<file path="src/rtl/result_streamer.sv">
// Drain side of the systolic array: snapshots the N*N accumulator tile on a
// capture pulse and streams it out row-major over a valid/ready port.
module result_streamer #(
  parameter int N      = 4,
  parameter int DATA_W = 32,
  parameter int IDX_W  = 4
) (
  input  logic                       clk,
  input  logic                       rst,
  input  logic                       cap,
  input  logic [N*N*DATA_W-1:0]      c_flat,
  output logic                       m_valid,
  input  logic                       m_ready,
  output logic [DATA_W-1:0]          m_data,
  output logic [IDX_W-1:0]           m_index,
  output logic                       m_last,
  output logic                       busy,
  output logic                       overrun,
  input  logic                       clr_ovf,
  output logic [7:0]                 tile_count
);

  localparam int              DEPTH    = N * N;
  localparam logic [IDX_W-1:0] LAST_IDX = IDX_W'(DEPTH - 1);
  localparam logic [0:0]       ST_IDLE   = 1'b0;
  localparam logic [0:0]       ST_STREAM = 1'b1;

  logic [DATA_W-1:0] r_buf [DEPTH];
  logic [0:0]        r_state;
  logic [IDX_W-1:0]  r_idx;
  logic [DATA_W-1:0] r_data;
  logic              r_last;
  logic              r_ovf;
  logic [7:0]        r_tiles;

  logic              w_hs;
  logic              w_final;
  logic              w_load;
  logic              w_reject;
  logic [IDX_W-1:0]  w_next_idx;

  assign w_hs       = (r_state == ST_STREAM) && m_ready;
  assign w_final    = w_hs && (r_idx == LAST_IDX);
  // A capture is accepted when idle or on the edge that retires the last word.
  assign w_load     = cap && ((r_state == ST_IDLE) || w_final);
  assign w_reject   = cap && (r_state == ST_STREAM) && !w_final;
  assign w_next_idx = r_idx + 1'b1;

  always_ff @(posedge clk) begin
    if (w_load) begin
      for (int k = 0; k < DEPTH; k++) begin
        r_buf[k] <= c_flat[k*DATA_W +: DATA_W];
      end
    end
  end

  always_ff @(posedge clk or posedge rst) begin
    if (rst) begin
      r_state <= ST_IDLE;
      r_idx   <= '0;
      r_data  <= '0;
      r_last  <= 1'b0;
    end else if (w_load) begin
      r_state <= ST_STREAM;
      r_idx   <= '0;
      r_data  <= c_flat[DATA_W-1:0];
      r_last  <= (DEPTH == 1);
    end else if (w_final) begin
      r_state <= ST_IDLE;
      r_idx   <= '0;
      r_last  <= 1'b0;
    end else if (w_hs) begin
      // Word k+1 is fetched from the buffer on the edge that retires word k.
      r_idx   <= w_next_idx;
      r_data  <= r_buf[w_next_idx];
      r_last  <= (w_next_idx == LAST_IDX);
    end
  end

  always_ff @(posedge clk or posedge rst) begin
    if (rst) begin
      r_ovf   <= 1'b0;
      r_tiles <= '0;
    end else begin
      if (w_reject) begin
        r_ovf <= 1'b1;
      end else if (clr_ovf) begin
        r_ovf <= 1'b0;
      end
      if (w_final) begin
        r_tiles <= r_tiles + 8'd1;
      end
    end
  end

  assign m_valid    = (r_state == ST_STREAM);
  assign busy       = (r_state == ST_STREAM);
  assign m_data     = r_data;
  assign m_index    = r_idx;
  assign m_last     = r_last;
  assign overrun    = r_ovf;
  assign tile_count = r_tiles;

endmodule

</file>
<file path="config.mk">
export PLATFORM = sky130hd
export DESIGN_NAME = result_streamer
export DESIGN_NICKNAME = d
export VERILOG_FILES = /design/src/rtl/result_streamer.sv
export SDC_FILE = /design/constraint.sdc
export NUM_CORES = 1
export LEC_CHECK = 0
export CORE_AREA = 2 2 219 221
export CTS_CLUSTER_SIZE = 40
export DETAILED_ROUTE_END_ITERATION = 10
export DIE_AREA = 0 0 221 223
export GPL_ROUTABILITY_DRIVEN = 0
export GPL_TIMING_DRIVEN = 0
export PLACE_DENSITY = 0.79
export SLEW_MARGIN = 5
export SYNTH_ARGS = -nofsm -noshare
export SYNTH_HDL_FRONTEND = slang
export SYNTH_SLANG_ARGS = --single-unit
</file>
<file path="constraint.sdc">
create_clock -name clk -period 23.8 [get_ports clk]
set_clock_uncertainty 0.05 [all_clocks]
set_input_delay 2.38 -clock clk [delete_from_list [all_inputs] [get_ports clk]]
set_output_delay 2.38 -clock clk [all_outputs]
set_load 0.01 [all_outputs]
</file>
==> reports/metrics.cfg, run 1 <==
[outcome]
status=complete, no violations

[floorplanning]
dieArea_um2=49300
initial_core_util_pct=46.5
die_y_um=223
die_x_um=221
num_rows=80
coreArea_um2=47100
io_pins=565

[global_routing]
grt-ovfl-total=0
antenna_found_initial=19
grt_pass1_vias=13388
grt_max_degree=74
grt_use_total_pct=24.9
grt_pass1_wl_mm=88.5

[clock_tree]
cts_resized=0
h-tree-depth=2
numCtsBuffers=56
cts_setup_buffers=0
clk_path_buf_depth=3
clk_latency_ns=0.60
cts_root_buffer=clkbuf_16
cts_tree=done
cts.clk_slew.worst_paths_ns=0.06
hold_buffers=0
cts_sinks=559

[placement]
port_buffers=564
hpwl_mm=46.4
postPlaceCellArea_um2=28600
place_ws_ns=17.28

[setup_path]
end_kind=flop
start_kind=input pin
cp_max_fo=72
reg2reg_slack_ns=19.36
cp.arrival_ns=6.17
crit_type=input pin to flop
r2r-start=m_index[0]$_DFFE_PP0P_
r2r-end=m_data[31]$_DFFE_PP0P_
cp_data_required_time_ns=24.02
r2r_cells=12

[logic_synthesis]
synthCells=958
synth-compound-area-share_pct=3.27
ys_warn_count=0
ys_types=35
yosys.area_share.simple_pct=1.34
synth.avg_cell_area_um2=22.9
synthAdderAreaFrac_pct=0.171
synth_nets=1478
synth_top_area_cell=edfxtp_1
muxShareOfSynthArea_pct=17.4
yosys-top-cells-area=edfxtp_1 70%, mux4_1 7.2%, mux4_2 7.0%
ys_ff_latch=559
seq_area_frac_synth_pct=75.5
synth_top_family_by_area=multiplexers
netlist_area_um2=21900
synth_xor_area_share_pct=0.520
netlist.area_leader.share_pct=70.2

[pwr]
comb_power_share_pct=32.5
p_clk_share_pct=28.5
pwr_density_cell_nw_per_um2=98.9
p_int_w=0.00212
p_leak_nw=10.3
p_seq_share_pct=39.0
p_switching_w=0.000886
ir_drop_mv=0.0862
p_sw_share_pct=29.5

[hold_path]
min_path_type=flop to flop
hp-start=tile_count[7]$_DFFE_PP0P_
holdPathStages=1
holdPathEnd=tile_count[7]$_DFFE_PP0P_

[final_layout]
nets=2109
syn_to_final_growth_pct=38.7
layout-drive-gt1-share_pct=15.5
final_cell_area_um2=30400
fillers=3184
fin_util_pct=64.5

[sta]
setup_ws_ns=17.85
worst_slew_pin_slew_ns=1.01
hold_viol=0
min_period_ns=5.95
drv_slew=0
maxSlewHeadroom_pct=32.4
fin_setup_tns_ns=0
setup_viol=0
max_freq_mhz=168
post-route-period-util_pct=25.0
rsz0062_at_grt=false

[detailed_routing]
drt_pass1_iterations=5
ant_nets=0
wirelength_mm=62.1
via_per_inst=5.52
vias=12529
drt_iter0_markers=1123
wl_per_cell_um=27.4
drc=0

[flow_run]
max_cap_violations=0

-- layer usage --
layer | routed length, um | up-vias | GRT usage, %
met5 | 0 | - | 0
met4 | 2780 | 0 | 12.5
met3 | 4850 | 148 | 6.40
met2 | 30900 | 639 | 40.6
met1 | 23500 | 6321 | 31.2
li1 | - | 5421 | -
-- registers in the layout (all words and copies together), names as in the netlist --
signal and flops:
busy 1, m_data 32, m_index 4, m_last 1
overrun 1, r_buf 512, tile_count 8
-- final cells by class --
class | instances | area [um2] | area share, %
plain buffers | 58 | 359 | 1.18
inverters | 6 | 22.5 | 0.0741
well taps | 615 | 769 | 2.53
clock inverters | 32 | 263 | 0.864
multi-input cells | 335 | 4980 | 16.4
clock buffers | 73 | 1510 | 4.96
repair buffers | 573 | 5890 | 19.4
diodes | 19 | 47.5 | 0.156
flip-flops and latches | 559 | 16600 | 54.5
-- cells in the final DEF, fill, tap and decap left out, types with 4 or more instances in the layout --
master / netlist / layout
clkbuf_1: 29 / 43
inv_1: 5 / 4
mux2_2: 34 / 34
clkinv_1: 0 / 15
mux4_1: 60 / 60
a32oi_1: 32 / 32
nand2_1: 7 / 7
mux2i_1: 33 / 33
buf_4: 9 / 9
buf_6: 12 / 12
dfrtp_1: 47 / 47
edfxtp_1: 512 / 512
clkinv_2: 0 / 7
nand3_1: 36 / 36
clkdlybuf4s50_1: 0 / 564
clkbuf_16: 0 / 57
buf_16: 0 / 9
mux4_2: 68 / 68
bufinv_16: 0 / 4
buf_2: 6 / 6
diode_2: 0 / 19
o211ai_2: 32 / 32
nand4_1: 5 / 5
xnor2_1: 7 / 7
-- Yosys cell counts --
| master | instances |
|---|---|
| xor2_4 | 1 |
| clkbuf_8 | 1 |
| o211ai_2 | 32 |
| clkbuf_1 | 29 |
| nand2_1 | 7 |
| o21ai_0 | 2 |
| buf_4 | 9 |
| dfrtp_1 | 47 |
| and2_1 | 1 |
| xnor2_2 | 1 |
| nor2b_1 | 1 |
| mux4_1 | 60 |
| xnor2_1 | 7 |
| buf_2 | 6 |
| mux2_2 | 34 |
| nand4_1 | 5 |
| a21o_1 | 1 |
| ha_1 | 3 |
| mux2i_1 | 33 |
| inv_1 | 5 |
| o21ai_1 | 1 |
| a32oi_1 | 32 |
| nand2b_1 | 1 |
| edfxtp_1 | 512 |
| nor3b_1 | 1 |
| buf_6 | 12 |
| nor2_1 | 1 |
| xor2_1 | 1 |
| o22ai_1 | 2 |
| or2_2 | 1 |
| mux4_2 | 68 |
| inv_2 | 1 |
| nand3_1 | 36 |
| and3_1 | 3 |
| buf_1 | 1 |
-- cells by family after synthesis --
kind of cell               count (synthesis)
AOI/OAI and AO/OA                         70
xor gates and xnor gates                  10
adders and majority gates                  3
buffers and inverters                     64
DFF                                      559
muxes                                    195
and+or+nand+nor                           57
-- stage by stage --
stage / instances / hold WS [ns] / total power [W]
6_report: 2270 / 0.441 / 0.00301
5_1_grt: 2269 / 0.459 / 0.00312
2_1_floorplan: 958 / 0.458 / 0.00178
3_5_place_dp: 2146 / 0.428 / 0.00218
4_1_cts: 2251 / 0.440 / 0.00304
3_3_place_gp: 2137 / 0.415 / 0.00218
-- how the worst max path moves through the flow --
stage	startpoint	end	slack, ns	cells past startpoint
finish	m_ready	r_buf[14][26]$_DFFE_PP_	17.85	10
global placement	cap	r_buf[15][22]$_DFFE_PP_	3.71	4
floorplan	m_ready	r_buf[0][0]$_DFFE_PP_	8.29	4
detailed placement	m_ready	r_buf[13][22]$_DFFE_PP_	17.28	10
CTS	m_ready	r_buf[8][27]$_DFFE_PP_	17.89	10
global route	m_ready	r_buf[11][22]$_DFFE_PP_	17.63	10
-- worst max-delay path: stages --
cell and delay [ns]:
clkdlybuf4s50_1 0.54, nand4_1 0.13, nand2_1 0.34, clkbuf_1 0.48
and2_4 0.50, buf_16 0.32, buf_16 0.35, buf_16 0.31
buf_16 0.33, buf_16 0.32
-- power groups by stage --
| stage | registers [W] | clock network, W | logic [W] |
|---|---|---|---|
| finish | 0.00117 | 0.000857 | 0.000977 |
| CTS | 0.00117 | 0.000874 | 0.000993 |
| global route | 0.00118 | 0.000909 | 0.00104 |
| floorplan | 0.00122 | 0 | 0.000561 |
| detailed placement | 0.00119 | 0 | 0.000986 |
| global placement | 0.00121 | 0 | 0.000969 |
(Power assumes the default switching activity.)
==> run 2: changes to the inputs <==
--- a/config.mk
+++ b/config.mk
@@ -5,13 +5,14 @@
 export SDC_FILE = /design/constraint.sdc
 export NUM_CORES = 1
 export LEC_CHECK = 0
-export CORE_AREA = 2 2 219 221
+export CORE_ASPECT_RATIO = 1.75
+export CORE_MARGIN = 2
+export CORE_UTILIZATION = 44
 export CTS_CLUSTER_SIZE = 40
 export DETAILED_ROUTE_END_ITERATION = 10
-export DIE_AREA = 0 0 221 223
 export GPL_ROUTABILITY_DRIVEN = 0
 export GPL_TIMING_DRIVEN = 0
-export PLACE_DENSITY = 0.79
+export PLACE_DENSITY = 0.78
 export SLEW_MARGIN = 5
 export SYNTH_ARGS = -nofsm -noshare
 export SYNTH_HDL_FRONTEND = slang
==> constraint.sdc (replaced) <==
create_clock -name clk -period 5 [get_ports clk]
set_clock_uncertainty 0.05 [all_clocks]
set_input_delay 0.5 -clock clk [delete_from_list [all_inputs] [get_ports clk]]
set_output_delay 0.5 -clock clk [all_outputs]
set_load 0.01 [all_outputs]
==> run 2 against run 1 <==
Net effect: critical path depth rose by 2; die area grew 4.9%; via count fell by 0.78%; total power grew to 4.7 times the previous value; combinational power grew to 4.8 times the previous value; first-iteration DRC count increased by 3.2%; critical endpoint is now m_data[29]$_DFFE_PP0P_.
==> reports/metrics.cfg, run 2 (synthesized netlist as in run 1, its figures left out) <==
[detailed_routing]
vias=12431  ; -0.78%
via_per_inst=5.40  ; -2.2%
drc=0  ; unchanged
ant_nets=0  ; unchanged
drt_iter0_markers=1159  ; +3.2%
drt_pass1_iterations=5  ; unchanged
wl_per_cell_um=27.6  ; +0.79%
wirelength_mm=63.5  ; +2.3%

[sta]
hold_viol=0  ; unchanged
min_period_ns=4.61
post-route-period-util_pct=92.3
rsz0062_at_grt=false
setup_ws_ns=0.387  ; -17.47 ns
max_freq_mhz=217
drv_slew=0  ; unchanged
maxSlewHeadroom_pct=29.4  ; -3.0 points
worst_slew_pin_slew_ns=1.06  ; +0.0447 ns
setup_viol=0  ; unchanged

[pwr]
p_sw_share_pct=29.8  ; +0.29 points
ir_drop_mv=0.350  ; +310%
p_clk_share_pct=27.1  ; -1.4 points
p_seq_share_pct=39.7  ; +0.7 points
p_switching_w=0.00418  ; +370%
comb_power_share_pct=33.2  ; +0.7 points
p_leak_nw=10.2  ; -0.80%
pwr_density_cell_nw_per_um2=464  ; +370%
p_int_w=0.00987  ; +370%

[setup_path]
crit_type=flop to flop
r2r-end=m_data[29]$_DFFE_PP0P_
cp.arrival_ns=5.01  ; -1.16 ns
r2r_cells=12  ; unchanged
start_kind=flop
cp_data_required_time_ns=5.40  ; -18.62 ns
end_kind=flop
cp_max_fo=10  ; -86%
reg2reg_slack_ns=0.39  ; -18.97 ns
r2r-start=m_index[0]$_DFFE_PP0P_

[clock_tree]
cts_tree=done
h-tree-depth=2  ; unchanged
cts_root_buffer=clkbuf_16
cts_sinks=559  ; unchanged
clk_latency_ns=0.57  ; -0.03 ns
clk_path_buf_depth=3  ; unchanged
cts.clk_slew.worst_paths_ns=0.07  ; about the same
numCtsBuffers=50  ; -11%

[flow_run]
max_cap_violations=0  ; unchanged

[global_routing]
antenna_found_initial=23  ; +4
grt-ovfl-total=0  ; unchanged
grt_use_total_pct=24.1  ; -0.81 points
grt_max_degree=73  ; -1.4%
grt_pass1_vias=13419  ; +0.23%
grt_pass1_wl_mm=89.6  ; +1.3%

[final_layout]
layout_common_cells=564 x clkdlybuf4s50_1, 512 x edfxtp_1, 68 x mux4_2
nets=2102  ; -0.33%
fin_util_pct=61.2  ; -3.2 points
layout-drive-gt1-share_pct=16.0  ; +0.57 points
largest-register=r_buf
final_common_cell=clkdlybuf4s50_1
fillers=3542  ; +11%
largest_reg_flops=512  ; unchanged
syn_to_final_growth_pct=38.2

[floorplanning]
die_x_um=173  ; -22%
io_pins=565  ; unchanged
dieArea_um2=51700  ; +4.9%
num_rows=108  ; +35%
initial_core_util_pct=44.3  ; -2.2 points
coreArea_um2=49500  ; +4.9%
die_y_um=299  ; +34%

[placement]
port_buffers=564  ; unchanged
place_ws_ns=0.0222  ; -17.26 ns
hpwl_mm=47.9  ; +3.1%

[hold_path]
min_path_type=input pin to asynchronous set/reset pin

[outcome]
status=complete, no violations

## run 2: cell count changes in the layout (fill, tap and decap cells not counted), sizes merged
cell    change
clkbuf     -10
buf         -1
inv         -1
clkinv      -3
diode       +4
## run 2: layer usage
layer  vias up  GRT usage (%)  wire length (um)
li1       5402              -                 -
met1      6314           28.2             22900
met2       603           43.1             34400
met3       112           4.60              3890
met4         0           11.0              2350
met5         -              0                 0
## run 2: power groups by stage
stage	registers (W)	logic, W	clock network [W]
after global placement	0.00569	0.00462	0
after floorplan	0.00573	0.00267	0
final	0.00558	0.00467	0.00381
after CTS	0.00557	0.00475	0.00388
after global routing	0.00560	0.00493	0.00405
after detailed placement	0.00567	0.00472	0
## run 2: area by class of cell
| class | count | area [um2] | share of cell area, % |
|---|---|---|---|
| Multi-Input combinational cell | 335 | 5000 | 16.5 |
| Clock inverter | 28 | 264 | 0.872 |
| Antenna cell | 23 | 57.6 | 0.190 |
| Inverter | 6 | 22.5 | 0.0744 |
| Clock buffer | 63 | 1330 | 4.40 |
| Timing Repair Buffer | 572 | 5860 | 19.3 |
| Sequential cell | 559 | 16600 | 54.7 |
| Buffer | 58 | 373 | 1.23 |
| Tap cell | 660 | 826 | 2.73 |
## run 2: worst max-delay path by stage
| stage | startpoint | end | depth (start not counted) |
|---|---|---|---|
| after global routing | m_index[0]$_DFFE_PP0P_ | m_data[29]$_DFFE_PP0P_ | 12 |
| after detailed placement | m_index[0]$_DFFE_PP0P_ | m_data[2]$_DFFE_PP0P_ | 12 |
| after CTS | m_index[0]$_DFFE_PP0P_ | m_data[29]$_DFFE_PP0P_ | 12 |
| final | m_index[0]$_DFFE_PP0P_ | m_data[29]$_DFFE_PP0P_ | 12 |
| after floorplan | m_index[1]$_DFFE_PP0P_ | r_buf[0][0]$_DFFE_PP_ | 5 |
| after global placement | m_ready | r_buf[15][21]$_DFFE_PP_ | 5 |
## run 2: timing repair
| action | in CTS | in global routing |
|---|---|---|
| gates resized for setup | 1 | 0 |
| buffers inserted | 0 | 0 |
| hold buffers | 0 | 0 |
| setup endpoints to repair | 1 | 0 |
## run 2: metrics by stage
stage | total power (W) | hold slack (ns) | cells | setup TNS, ns | area [um2]
final | 0.0141 | 0.203 | 2304 | 0 | 30300
after global routing | 0.0146 | 0.194 | 2304 | 0 | 30300
after floorplan | 0.00841 | 0.458 | 958 | -36.45 | 21900
after detailed placement | 0.0104 | 0.417 | 2190 | 0 | 28600
after CTS | 0.0142 | 0.170 | 2281 | 0 | 30200
after global placement | 0.0103 | 0.418 | 2182 | -915.82 | 28400
## run 2: worst max-delay path: stages, from the launching register on
cell and delay (ns):
dfrtp_2 0.39, clkbuf_1 0.32, buf_6 0.26, buf_4 0.29
inv_2 0.20, buf_6 0.22, ha_1 0.37, clkbuf_1 0.56
clkbuf_1 0.84, mux4_2 0.45, mux2_2 0.31, nand3_1 0.12
o211ai_2 0.09
